`config.mk`:
```
export PLATFORM = sky130hd
export DESIGN_NAME = hazard_sequencer
export DESIGN_NICKNAME = d
export VERILOG_FILES = /design/src/rtl/hazard_pkg.sv /design/src/rtl/insn_decode_hz.sv /design/src/rtl/hazard_sequencer.sv
export SDC_FILE = /design/constraint.sdc
export NUM_CORES = 1
export LEC_CHECK = 0
export BUFFER_PORTS_ARGS = -buffer_cell sky130_fd_sc_hd__buf_2
export CORE_MARGIN = 2
export CORE_UTILIZATION = 43
export CTS_CLUSTER_DIAMETER = 100
export CTS_CLUSTER_SIZE = 8
export DETAILED_ROUTE_END_ITERATION = 10
export GPL_TIMING_DRIVEN = 0
export PLACE_DENSITY = 0.8
export SYNTH_ARGS = -nofsm -noshare
export SYNTH_HDL_FRONTEND = slang
export SYNTH_SLANG_ARGS = --single-unit
```
`constraint.sdc`:
```
create_clock -name clock -period 2 [get_ports clock]
set_input_delay 0.2 -clock clock [delete_from_list [all_inputs] [get_ports clock]]
set_output_delay 0.2 -clock clock [all_outputs]
set_load 0.01 [all_outputs]
```
`src/rtl/hazard_pkg.sv`:
```
// Shared decode constants and FSM encoding for the pipeline hazard sequencer.
// Field positions follow the 32-bit instruction word layout.
package hazard_pkg;

  localparam logic [4:0] OP_ALU  = 5'b00000;
  localparam logic [4:0] OP_LW   = 5'b01000;
  localparam logic [4:0] ALU_MUL = 5'b00110;
  localparam logic [4:0] ALU_DIV = 5'b00111;

  localparam int OP_HI  = 31;
  localparam int OP_LO  = 27;
  localparam int RD_HI  = 26;
  localparam int RD_LO  = 22;
  localparam int RS_HI  = 21;
  localparam int RS_LO  = 17;
  localparam int RT_HI  = 16;
  localparam int RT_LO  = 12;
  localparam int AOP_HI = 6;
  localparam int AOP_LO = 2;

  localparam logic [1:0] RUN     = 2'b00;
  localparam logic [1:0] MD_WAIT = 2'b01;
  localparam logic [1:0] MD_DONE = 2'b10;

endpackage

```
`src/rtl/insn_decode_hz.sv`:
```
// Combinational decode of the fields the hazard logic needs from one latch.
// Instantiated once for FD and once for DX.
module insn_decode_hz
  import hazard_pkg::*;
(
  input  logic [31:0] insn_i,
  output logic        is_lw_o,
  output logic        is_mul_o,
  output logic        is_div_o,
  output logic [4:0]  rd_o,
  output logic [4:0]  rs_o,
  output logic [4:0]  rt_o
);

  logic [4:0] op;
  logic [4:0] aop;
  logic       unused_bits;

  assign op   = insn_i[OP_HI:OP_LO];
  assign aop  = insn_i[AOP_HI:AOP_LO];
  assign rd_o = insn_i[RD_HI:RD_LO];
  assign rs_o = insn_i[RS_HI:RS_LO];
  assign rt_o = insn_i[RT_HI:RT_LO];

  assign is_lw_o  = (op == OP_LW);
  assign is_mul_o = (op == OP_ALU) && (aop == ALU_MUL);
  assign is_div_o = (op == OP_ALU) && (aop == ALU_DIV);

  assign unused_bits = ^{insn_i[11:7], insn_i[1:0]};

endmodule

```
`src/rtl/hazard_sequencer.sv`:
```
// Stall/flush controller: load-use interlock, multdiv sequencing with
// timeout, XM redirect flush, and a saturating stall-cycle counter.
module hazard_sequencer
  import hazard_pkg::*;
#(
  parameter int MD_TIMEOUT = 64,
  parameter int CNT_W      = 16
) (
  input  logic             clock,
  input  logic             reset,
  input  logic [31:0]      fd_insn,
  input  logic [31:0]      dx_insn,
  input  logic             xm_redirect,
  input  logic             md_ready,
  input  logic             md_exception,
  output logic             pc_en,
  output logic             fd_en,
  output logic             dx_en,
  output logic             dx_bubble,
  output logic             xm_bubble,
  output logic             fd_flush,
  output logic             dx_flush,
  output logic             ctrl_mult,
  output logic             ctrl_div,
  output logic             md_done,
  output logic             md_timeout,
  output logic [CNT_W-1:0] stall_count
);

  localparam int WCW = (MD_TIMEOUT > 2) ? $clog2(MD_TIMEOUT) : 1;
  localparam logic [WCW-1:0] WLAST = WCW'(MD_TIMEOUT - 1);

  logic [1:0]       state_q, state_d;
  logic [WCW-1:0]   wcnt_q, wcnt_d;
  logic [CNT_W-1:0] cnt_q, cnt_d;
  logic             tmo_q, tmo_set;

  logic       fd_lw, fd_mul, fd_div;
  logic [4:0] fd_rd, fd_rs, fd_rt;
  logic       dx_lw, dx_mul, dx_div;
  logic [4:0] dx_rd, dx_rs, dx_rt;
  logic       load_use, dx_md;
  logic       unused_sig;

  insn_decode_hz u_fd_dec (
    .insn_i   (fd_insn),
    .is_lw_o  (fd_lw),
    .is_mul_o (fd_mul),
    .is_div_o (fd_div),
    .rd_o     (fd_rd),
    .rs_o     (fd_rs),
    .rt_o     (fd_rt)
  );

  insn_decode_hz u_dx_dec (
    .insn_i   (dx_insn),
    .is_lw_o  (dx_lw),
    .is_mul_o (dx_mul),
    .is_div_o (dx_div),
    .rd_o     (dx_rd),
    .rs_o     (dx_rs),
    .rt_o     (dx_rt)
  );

  // md_exception only qualifies md_ready; X consumes it with the result
  assign unused_sig = ^{fd_lw, fd_mul, fd_div, fd_rd,
                        dx_rs, dx_rt, md_exception};

  assign dx_md    = dx_mul | dx_div;
  assign load_use = dx_lw && (dx_rd != 5'd0) &&
                    ((fd_rs == dx_rd) || (fd_rt == dx_rd));

  always_comb begin
    state_d   = state_q;
    wcnt_d    = wcnt_q;
    tmo_set   = 1'b0;
    pc_en     = 1'b1;
    fd_en     = 1'b1;
    dx_en     = 1'b1;
    dx_bubble = 1'b0;
    xm_bubble = 1'b0;
    fd_flush  = 1'b0;
    dx_flush  = 1'b0;
    ctrl_mult = 1'b0;
    ctrl_div  = 1'b0;
    md_done   = 1'b0;
    // Held in reset: keep outputs quiet so no start pulse escapes
    if (reset) begin
      unique case (state_q)
        RUN: begin
          if (xm_redirect) begin
            fd_flush = 1'b1;
            dx_flush = 1'b1;
          end else if (dx_md) begin
            ctrl_mult = dx_mul;
            ctrl_div  = dx_div;
            pc_en     = 1'b0;
            fd_en     = 1'b0;
            dx_en     = 1'b0;
            xm_bubble = 1'b1;
            state_d   = MD_WAIT;
            wcnt_d    = '0;
          end else if (load_use) begin
            pc_en     = 1'b0;
            fd_en     = 1'b0;
            dx_bubble = 1'b1;
          end
        end
        MD_WAIT: begin
          pc_en     = 1'b0;
          fd_en     = 1'b0;
          dx_en     = 1'b0;
          xm_bubble = 1'b1;
          if (md_ready) begin
            state_d = MD_DONE;
          end else if (wcnt_q == WLAST) begin
            tmo_set = 1'b1;
            state_d = MD_DONE;
          end else begin
            wcnt_d = wcnt_q + 1'b1;
          end
        end
        MD_DONE: begin
          md_done = 1'b1;
          state_d = RUN;
        end
        default: state_d = RUN;
      endcase
    end
  end

  always_comb begin
    cnt_d = cnt_q;
    if (!pc_en && !(&cnt_q)) cnt_d = cnt_q + 1'b1;
  end

  always_ff @(posedge clock or negedge reset) begin
    if (!reset) begin
      state_q <= RUN;
      wcnt_q  <= '0;
      cnt_q   <= '0;
      tmo_q   <= 1'b0;
    end else begin
      state_q <= state_d;
      wcnt_q  <= wcnt_d;
      cnt_q   <= cnt_d;
      tmo_q   <= tmo_q | tmo_set;
    end
  end

  assign md_timeout  = tmo_q;
  assign stall_count = cnt_q;

endmodule

```
=== After elaboration in Yosys (flattened, before gate mapping) ===
Index checks and enable logic that the tools add are counted.

* Mux-type cells: 45
* Reductions and logical operators: 15
* Add/subtract/negate cells: 2
* Bitwise gates (word level): 2
* Equal/unequal tests: 13

{| class="wikitable"
|+ Operators with widths
! kind !! number
|-
| $mux W1 || 32
|-
| $mux W6 || 4
|-
| $add A16 B1 Y16 const B || 1
|-
| $reduce_and A16 Y1 || 1
|-
| $pmux W6 S2 || 1
|-
| $eq A5 B3 Y1 const B || 2
|-
| $eq A5 B5 Y1 || 2
|-
| $mux W2 || 4
|-
| $ne A2 B2 Y1 const B || 4
|-
| $add A6 B1 Y6 const B || 1
|-
| $eq A6 B6 Y1 const B || 1
|-
| $pmux W1 S2 || 3
|-
| $reduce_and A6 Y1 || 1
|-
| $eq A5 B4 Y1 const B || 1
|-
| $logic_and A1 B1 Y1 || 5
|-
| $logic_not A5 Y1 || 1
|-
| $reduce_bool A5 Y1 || 1
|-
| $pmux W2 S2 || 1
|-
| $reduce_and A4 Y1 || 1
|-
| $ne A3 B3 Y1 const B || 1
|-
| $eq A2 B1 Y1 const B || 1
|-
| $eq A2 B2 Y1 const B || 1
|-
| $logic_not A1 Y1 || 2
|-
| $logic_not A2 Y1 || 1
|-
| other kinds (3) || 4
|}

* Output and inout bits: 27
* Flip-flop bits (word level): 25
* Input port bits: 69
* Logic and storage cells: 81

=== Longest topological paths before layout ===
Gate-level depths: netlist (run 1).

* Depth in word-level cells: 10
* Mapped depth: 7
* Gate-level depth less buffers: 7

=== Cells and area by module ===
Synthesis (run 1) repeated with hierarchy kept, for this count alone.

* Cell total of the unflattened synthesis: 197
* Area, all modules: 1825.5 µm²

{| class="wikitable"
|+ Modules (own cells, without submodules)
! module !! cells each !! instances !! sequential area each (µm²) !! area an instance (µm²)
|-
| hazard_sequencer || 153 || 1 || 625.6 || 1515.2
|-
| insn_decode_hz || 22 || 2 || 0.0 || 155.1
|}

=== Worst setup path before layout (run 1) ===
Ideal clock, no wire load.

* Kind: register to register
* From: register wcnt_q[0]
* To: register wcnt_q[5]
* Slack: 0.120 ns
* Library setup time: 0.139 ns
* Arrival: 1.741 ns
* Cell stages (with the launch flop): 8
* Data required time: 1.861 ns
* Period minus slack after synthesis: 1.880 ns
* Buffers on the path: 0
* Cells stage by stage: dfrtp_1 -> ha_1 -> and3_1 -> a311o_1 -> a31oi_2 -> nand4_1 -> xor2_1 -> nor2_1

* Cells in the longest elaborated chain, start to end: 4
* Elaborated cells on any way between the ends: 7
* Classes of those cells: add/sub: 1; eq/ne: 2; mux: 3; reduce/logical: 1

{| class="wikitable"
|+ RTL lines
! item !! line !! RTL
|-
| start, declared || hazard_sequencer.sv:34 || <nowiki>logic [WCW-1:0] wcnt_q, wcnt_d;</nowiki>
|-
| start signal, assigned || hazard_sequencer.sv:145 || <nowiki>wcnt_q <= wcnt_d;</nowiki>
|-
| $add A6 B1 Y6 || hazard_sequencer.sv:120 || <nowiki>wcnt_d = wcnt_q + 1'b1;</nowiki>
|-
| $mux W6 || hazard_sequencer.sv:116 || <nowiki>end else if (wcnt_q == WLAST) begin</nowiki>
|-
| $mux W6 || hazard_sequencer.sv:114 || <nowiki>if (md_ready) begin</nowiki>
|-
| $pmux W6 S2 || hazard_sequencer.sv:89 || <nowiki>unique case (state_q)</nowiki>
|}

Parallel ways exist; a longest one is shown, timed or not. The select of a mux whose other input is x is not followed.
A chain may end at the register's enable or synchronous reset.

=== Worst setup path after layout (run 1) ===
* From: register wcnt_q[0]
* To: register wcnt_q[0]

Same word-level chain as after synthesis.

==> flow_summary.ini, run 1 <==
[status]
outcome = finished, final reports clean

[timing]
worst_pin_slew_ns = 0.371
slew_headroom = 0.753
hold_violations = 0
setup_viol = 0
finClkSkew_ns = 0.00502
finalMaxSlewViolations = 0
post-route-period-util = 0.973
layout_min_cycle_time_ns = 1.95
hold_ws_ns = 0.171
max_freq_mhz = 514
tns_ns = 0

[setup_path]
path_cells = ha_1 -> and3_4 -> and3_1 -> or2_2 -> mux2_2 -> a21oi_1 -> o21ai_0
max_stage_delay_ns = 0.42
crit_fanout = 3
worst-endpoint-arrival_ns = 2.09
critPathRequiredTime_ns = 2.15
start_kind = flop
cp-end-kind = flop
path_buf_inv = 0
critPathTopFamily = simple AND/OR/NAND/NOR gates
worstSetupPathType = reg -> reg
slowest_stage = dfrtp_2

[yosys]
synthArstFlopShare = 1.00
synth_nets = 231
syn_area_um2 = 1590
syn_inst = 160
synth.distinct_cells = 43
synth_warnings = 0
ys.flop_type = dfrtp_1
synth_area_per_cell_um2 = 9.92
synth-seq-cells = 25
synth_edf_count = 0
yosysSeqAreaShare = 0.394

[final_layout]
n_antenna_cell = 0
fill_cells = 335
layout-drive-gt1-share = 0.417
area_growth_pct = 32.0
fin_nets = 300

[clock_network]
cts_tree = yes
clk_pin_slew_ns = 0.09
cts.sinks = 25
insertion_delay_ns = 0.26
cts_max_path_buffers = 2
htreeDepth = 1
clockRootBuffer = clkbuf_8
cts_buffers = 3

[global_route]
grt_usage = 0.180
grt_antenna_before_repair = 0
grt_max_degree = 26
grt_pass1_wl_um = 6020
overflow = 0
grt_pass1_vias = 1333

[power]
power_uw = 955
p_leak_uw = 0.00111
power_density_nw_per_um2 = 456
max-vdd-ir-drop_v = 0.000235

[floorplan]
coreArea_um2 = 3610
std_cell_rows = 22
initial_utilization = 0.440
io_pins = 96
die_w_um = 64.7
die_h_um = 64.7
dieArea_um2 = 4190

[route]
via_per_inst = 5.16
drc_errors = 0
drt_iter0_markers = 55
detail_route.first_pass.iterations = 4
ant_nets = 0
num_vias = 1423
wire_per_inst_um = 13.2
totalWireLength_um = 3630

[worst_hold_path]
hold_class = in -> reg

[placed_design]
hpwl_um = 2760
port_buffers = 55
routabilityCongestion = 0.811

[run]
cap_violations = 0
==> report_power, final <==
group	switching, uW	internal (uW)
Sequential	8.42	511
Combinational	69.1	63.7
Clock	162	141
==> stage by stage <==
| step | instance area (um2) | setup slack, ns | instances | utilization |
|---|---|---|---|---|
| 2_1_floorplan | 1590 | 0.120 | 160 | - |
| 3_3_place_gp | 1920 | -0.260 | 263 | 0.533 |
| 3_5_place_dp | 1920 | -0.275 | 263 | 0.533 |
| 4_1_cts | 2040 | -0.00169 | 271 | 0.565 |
| 5_1_grt | 2090 | -0.00967 | 276 | 0.581 |
| 6_report | 2090 | 0.0535 | 276 | 0.581 |
==> cell families (layout without fill, tap and decap cells) <==
kind of cell             Yosys count  count (layout)  share of synthesized area
AO/OA/AOI/OAI                     15              15                     0.0828
adder cells (fa/ha/maj)            2               2                     0.0158
flip-flops                        25              25                      0.394
XOR/XNOR                          28              28                      0.155
multiplexers                       3               3                     0.0237
buffers and inverters             10              78                     0.0386
AND/OR/NAND/NOR                   77              77                      0.290
==> cell usage in the layout (no fill, tap or decap), drive strengths merged, types with 6 or more instances in the layout <==
cell type / n
buf: 68
nor4: 9
nand2: 12
nand3: 11
nor3: 6
and3: 8
nor2: 11
dfrtp: 25
xnor2: 10
nand4: 7
xor2: 18
==> area by class of cell <==
type,instances,area (um2),share of cell area
Buffer,4,31.3,0.0149
Clock buffer,3,41.3,0.0197
Clock inverter,1,7.51,0.00358
Inverter,5,18.8,0.00896
Multi-Input combinational cell,125,940,0.449
Sequential cell,25,628,0.300
Tap cell,48,60.1,0.0287
Timing Repair Buffer,65,368,0.176
==> cells in the mapped netlist, types with 3 or more instances <==
cell type,n,area [um2]
nor3_1,6,30.0
o21ai_0,4,20.0
nor2_1,10,37.5
and3_1,8,50.1
xor2_1,18,158
nor4_2,3,37.5
or2_2,3,18.8
nand4_1,7,43.8
xnor2_1,10,87.6
inv_1,5,18.8
nor4_1,5,31.3
nand3_1,9,45.0
nand2_1,12,45.0
dfrtp_1,25,626
==> registers in the layout, indices dropped and copies added (netlist names) <==
name,flops
stall_count,16
md_timeout,1
wcnt_q,6
state_q,2
==> what timing repair did <==
action / in CTS / in global routing
hold buffers: 2 / 0
gates cloned: 0 / 0
gates resized for setup: 5 / 7
setup buffers: 2 / 6
pin swaps: 1 / 8
endpoints found under the setup margin: 9 / 17
endpoints found under the hold margin: 25 / 0
==> layer usage <==
metal  up-vias  track usage  share of wire
met5         -            0              0
met4         0       0.0399         0.0080
met3         2       0.0260          0.052
met2        41        0.302           0.48
met1       674        0.247           0.46
li1        706            -              -
==> final timing paths <==
kind,from,to,slack [ns],depth (start not counted)
setup / recovery,wcnt_q[0],wcnt_q[0],0.05,7
hold / removal,reset,state_q[1],0.17,2
setup reg to reg,wcnt_q[0],wcnt_q[0],0.05,7
hold reg to reg,md_timeout,md_timeout,0.48,1
max in group asynchronous,reset,wcnt_q[0],1.36,3
min in group asynchronous,reset,stall_count[4],0.48,3
Note: power is estimated with default switching activity, not from simulation.
==> run 2, diff against run 1 <==
CELL_PAD_IN_SITES_DETAIL_PLACEMENT = 1   (was default)
CELL_PAD_IN_SITES_GLOBAL_PLACEMENT = 2   (was default)
CORE_UTILIZATION = 24   (was 43)
GPL_TIMING_DRIVEN = default   (was 0)
PLACE_DENSITY = default   (was 0.8)
PLACE_DENSITY_LB_ADDON = 0.1   (was default)
==> run 2 against run 1 <==
  * Routed wire length is 22% higher
  * Core utilization fell by 25 points
  * Setup slack better by 0.027 ns
  * Sequential power decreased by 1%
  * Critical path type is now reg -> out
  * Global-route usage shrank 5.5 points
  * Sequential cell count did not move
  * Sequential share of layout area is 0.22 points lower
  * Maximum frequency is 1.4% higher
  * Clock power up 2%
  * Count of clock-buffer cells in the layout is 1 higher
==> flow_summary.ini, run 2 (synthesis results as in run 1) <==
[power]
max-vdd-ir-drop_v = 0.000180
power_density_nw_per_um2 = 458
p_leak_uw = 0.00110

[run]
cap_violations = 0

[final_layout]
final_common_cell = buf_2
layout-drive-gt1-share = 0.404
area_growth_pct = 32.7
fin_nets = 300
fin_cells = 305
largest_reg_flops = 16
most-common-layout-cells = buf_2 (55), dfrtp_1 (24), xor2_1 (18)
fill_cells = 759
n_antenna_cell = 0

[route]
totalWireLength_um = 4420
detail_route.first_pass.iterations = 2
via_per_inst = 4.81
num_vias = 1467
ant_nets = 0
drc_errors = 0
drt_iter0_markers = 49
wire_per_inst_um = 14.5

[clock_network]
clk_pin_slew_ns = 0.09
cts.sinks = 25
cts_tree = yes
clockRootBuffer = clkbuf_8
cts_buffers = 3
cts_max_path_buffers = 2
insertion_delay_ns = 0.27
htreeDepth = 1
post-cts-setup-buffer-count = 0

[setup_path]
critPathRequiredTime_ns = 1.80
crit_fanout = 5
worstSetupPathType = reg -> out
worst-endpoint-arrival_ns = 1.72
cp-end-kind = output port
start_kind = flop
reg2reg_from = wcnt_q[0]
crit_start = state_q[1]

[floorplan]
die_h_um = 85.3
io_pins = 96
die_w_um = 85.3
coreArea_um2 = 6390
initial_utilization = 0.248
dieArea_um2 = 7280
std_cell_rows = 29

[placed_design]
dp.cells = 300
port_buffers = 55
hpwl_um = 3520
routabilityCongestion = 0.817

[worst_hold_path]
min_from = md_ready
hold_class = in -> reg

[status]
outcome = finished, final reports clean

[timing]
layout_min_cycle_time_ns = 1.92
worst_pin_slew_ns = 0.361
finalMaxSlewViolations = 0
tns_ns = 0
setup_viol = 0
hold_violations = 0
slew_headroom = 0.759
rsz0062_at_grt = yes
post-route-period-util = 0.960
max_freq_mhz = 521
finClkSkew_ns = 0.00146

[global_route]
grt_pass1_vias = 1563
overflow = 0
grt_usage = 0.125
grt_antenna_before_repair = 0
grt_max_degree = 29
grt_pass1_wl_um = 7400
run 2: per-stage QoR:
stage / total power, uW / area, um2 / hold slack [ns] / util / setup slack, ns
after global routing: 1010 / 2110 / 0.306 / 0.330 / 0.00177
after CTS: 980 / 2090 / 0.278 / 0.328 / 0.0234
after floorplan: 585 / 1590 / -0.0956 / - / 0.120
after detailed placement: 665 / 2030 / 0.281 / 0.317 / 0.0189
final: 964 / 2110 / 0.276 / 0.330 / 0.0800
after global placement: 660 / 2030 / 0.267 / 0.317 / 0.0379
run 2: cell type report:
class                      count  area, um2  share of cell area
clock buffer                   4       45.0              0.0214
inverter                       5       18.8             0.00891
multi-input combinational    125        923               0.439
sequential                    25        627               0.298
tap                           77       96.3              0.0458
timing repair buffer          69        395               0.188
run 2: worst max-delay path, stage by stage (launching register included):
cell	delay [ns]
dfrtp_1	0.43
and2b_2	0.29
o21ai_2	0.11
buf_4	0.17
or2_2	0.30
buf_2	0.14
run 2: routing by layer:
| metal | routed length (um) | vias up | track usage |
|---|---|---|---|
| met3 | 251 | 5 | 0.0146 |
| li1 | - | 702 | - |
| met2 | 2090 | 47 | 0.212 |
| met1 | 2020 | 713 | 0.167 |
| met4 | 55 | 0 | 0.0390 |
| met5 | 0 | - | 0 |
run 2: path summary, 6_finish.rpt:
check	slack, ns	cells after the start	endpoint
min	0.28	3	md_timeout
min reg2reg	0.49	1	md_timeout
max	0.08	5	fd_en
max in group asynchronous	1.20	3	state_q[0]
max reg2reg	0.10	7	wcnt_q[0]
min in group asynchronous	0.51	3	stall_count[10]
run 2: what timing repair did:
action | CTS | global route
setup endpoints to repair | 4 | 6
gates resized for setup | 2 | 4
pin swaps | 0 | 0
hold buffers | 1 | 0
endpoints found under the hold margin | 25 | 0
run 2: report_power, final:
group / internal [uW] / total, uW / switching [uW] / leakage [uW]
clock network: 143 / 308 / 166 / 0.0000228
logic: 67.0 / 143 / 75.6 / 0.000738
registers: 510 / 513 / 3.52 / 0.000342
==> run 3, diff against run 2 <==
PLACE_DENSITY = 0.81   (was default)
PLACE_DENSITY_LB_ADDON = default   (was 0.1)
==> run 3 against run 2 <==
  * Final area increased by 0.71%
  * Routed wire length decreased by 7.2%
  * Setup slack got worse by 0.035 ns
  * Maximum frequency decreased by 1.8%
  * Global-route usage decreased by 1.4 points
  * Critical endpoint is now wcnt_q[0]
==> flow_summary.ini, run 3 (synthesis results as in run 1) <==
[status]
outcome = finished, final reports clean

[global_route]
grt_pass1_wl_um = 6680
grt_usage = 0.111
grt_pass1_vias = 1440
grt_max_degree = 29
overflow = 0
grt_antenna_before_repair = 0

[timing]
max_freq_mhz = 511
rsz0062_at_grt = yes
finalMaxSlewViolations = 0
slew_headroom = 0.772
hold_violations = 0
finClkSkew_ns = 0.00710
setup_viol = 0
worst_pin_slew_ns = 0.338
layout_min_cycle_time_ns = 1.96
post-route-period-util = 0.978

[setup_path]
cp-end-kind = flop
critPathRequiredTime_ns = 2.15
start_kind = flop
reg2reg_setup_slack_ns = 0.04
worstSetupPathType = reg -> reg
worst-endpoint-arrival_ns = 2.11
slowest_stage = dfrtp_1
path_cells = ha_1 -> and3_1 -> and3_1 -> or2_2 -> mux2_2 -> a21oi_2 -> o21ai_1
crit_start = wcnt_q[0]
crit_fanout = 3
max_stage_delay_ns = 0.39
reg2reg_from = wcnt_q[0]
cp_common_cell = and3_1

[final_layout]
n_antenna_cell = 0
final_common_cell = buf_2
final_area_um2 = 2120
layout-drive-gt1-share = 0.403
most-common-layout-cells = buf_2 (55), dfrtp_1 (25), xor2_1 (18)
largest_reg_flops = 16
fin_nets = 303
fill_cells = 782
fin_cells = 308
area_growth_pct = 33.7

[route]
drc_errors = 0
drt_iter0_markers = 33
via_per_inst = 4.66
totalWireLength_um = 4100
wire_per_inst_um = 13.3
num_vias = 1434
detail_route.first_pass.iterations = 4
ant_nets = 0

[placed_design]
port_buffers = 55
dp.cells = 301
placed_cell_area_um2 = 2030
routabilityCongestion = 0.736
hpwl_um = 3280

[clock_network]
cts_buffers = 3
clockRootBuffer = clkbuf_8
cts_tree = yes
cts.sinks = 25
cts_max_path_buffers = 2
htreeDepth = 1
insertion_delay_ns = 0.27
clk_pin_slew_ns = 0.08

[floorplan]
dieArea_um2 = 7280
die_w_um = 85.3
initial_utilization = 0.248
std_cell_rows = 29
io_pins = 96
die_h_um = 85.3
coreArea_um2 = 6390

[worst_hold_path]
min_from = md_ready
hold_class = in -> reg

[run]
cap_violations = 0

[power]
intPower_uw = 717
p_leak_uw = 0.00113
power_uw = 955
p_switching_uw = 237
p_seq_frac = 0.537
clockPowerShare = 0.313
max-vdd-ir-drop_v = 0.000236
power_density_nw_per_um2 = 450
pwr-share-comb = 0.150
p_sw_frac = 0.249
==> run 3: path summary, 6_finish.rpt <==
path,endpoint,depth (start not counted)
max reg2reg,wcnt_q[0],7
min,md_timeout,3
max,wcnt_q[0],7
max in group asynchronous,stall_count[14],3
min in group asynchronous,wcnt_q[3],3
min reg2reg,stall_count[4],1
==> run 3: through the flow <==
stage	hold slack (ns)	util	setup TNS [ns]	setup WS (ns)
2_1_floorplan	-0.0956	-	0	0.120
3_3_place_gp	0.226	0.318	0	0.0329
3_5_place_dp	0.234	0.318	0	0.0257
4_1_cts	0.297	0.327	0	0.00531
5_1_grt	0.319	0.332	-0.122	-0.0585
6_report	0.297	0.332	0	0.0447
==> run 3: power by group through the flow <==
stage          Clock [uW]  Sequential (uW)  Combinational (uW)
3_5_place_dp            0              523                 143
3_3_place_gp            0              522                 138
2_1_floorplan           0              529                55.8
5_1_grt               326              514                 158
6_report              299              513                 143
4_1_cts               314              513                 145
==> run 3: layer usage <==
metal,part of all wire,global-route usage,up-vias
li1,-,-,709
met1,0.46,0.148,676
met2,0.47,0.188,43
met3,0.064,0.0146,6
met4,0.011,0.0303,0
met5,0,0,-
==> run 3: area by class of cell <==
class                   count  area (um2)  share of cell area
well taps                  77        96.3              0.0454
repair buffers             72         418               0.197
clock inverters             1        5.00             0.00236
clock buffers               3        41.3              0.0195
flip-flops and latches     25         626               0.295
inverters                   5        18.8             0.00885
multi-input cells         125         916               0.432
==> run 3: worst max-delay path: cells and delay by family, from the launching register on <==
family	cells	cell delay (ns)
multiplexers	1	0.31
AO/OA/AOI/OAI	2	0.22
flip-flops	1	0.39
adder cells (fa/ha/maj)	1	0.21
AND/OR/NAND/NOR	3	0.72
==> run 3: repair_timing <==
item,4_1_cts,5_1_grt
hold buffers,1,0
endpoints found under the hold margin,25,0
setup buffers,0,2
gates resized for setup,0,4
endpoints found under the setup margin,0,7
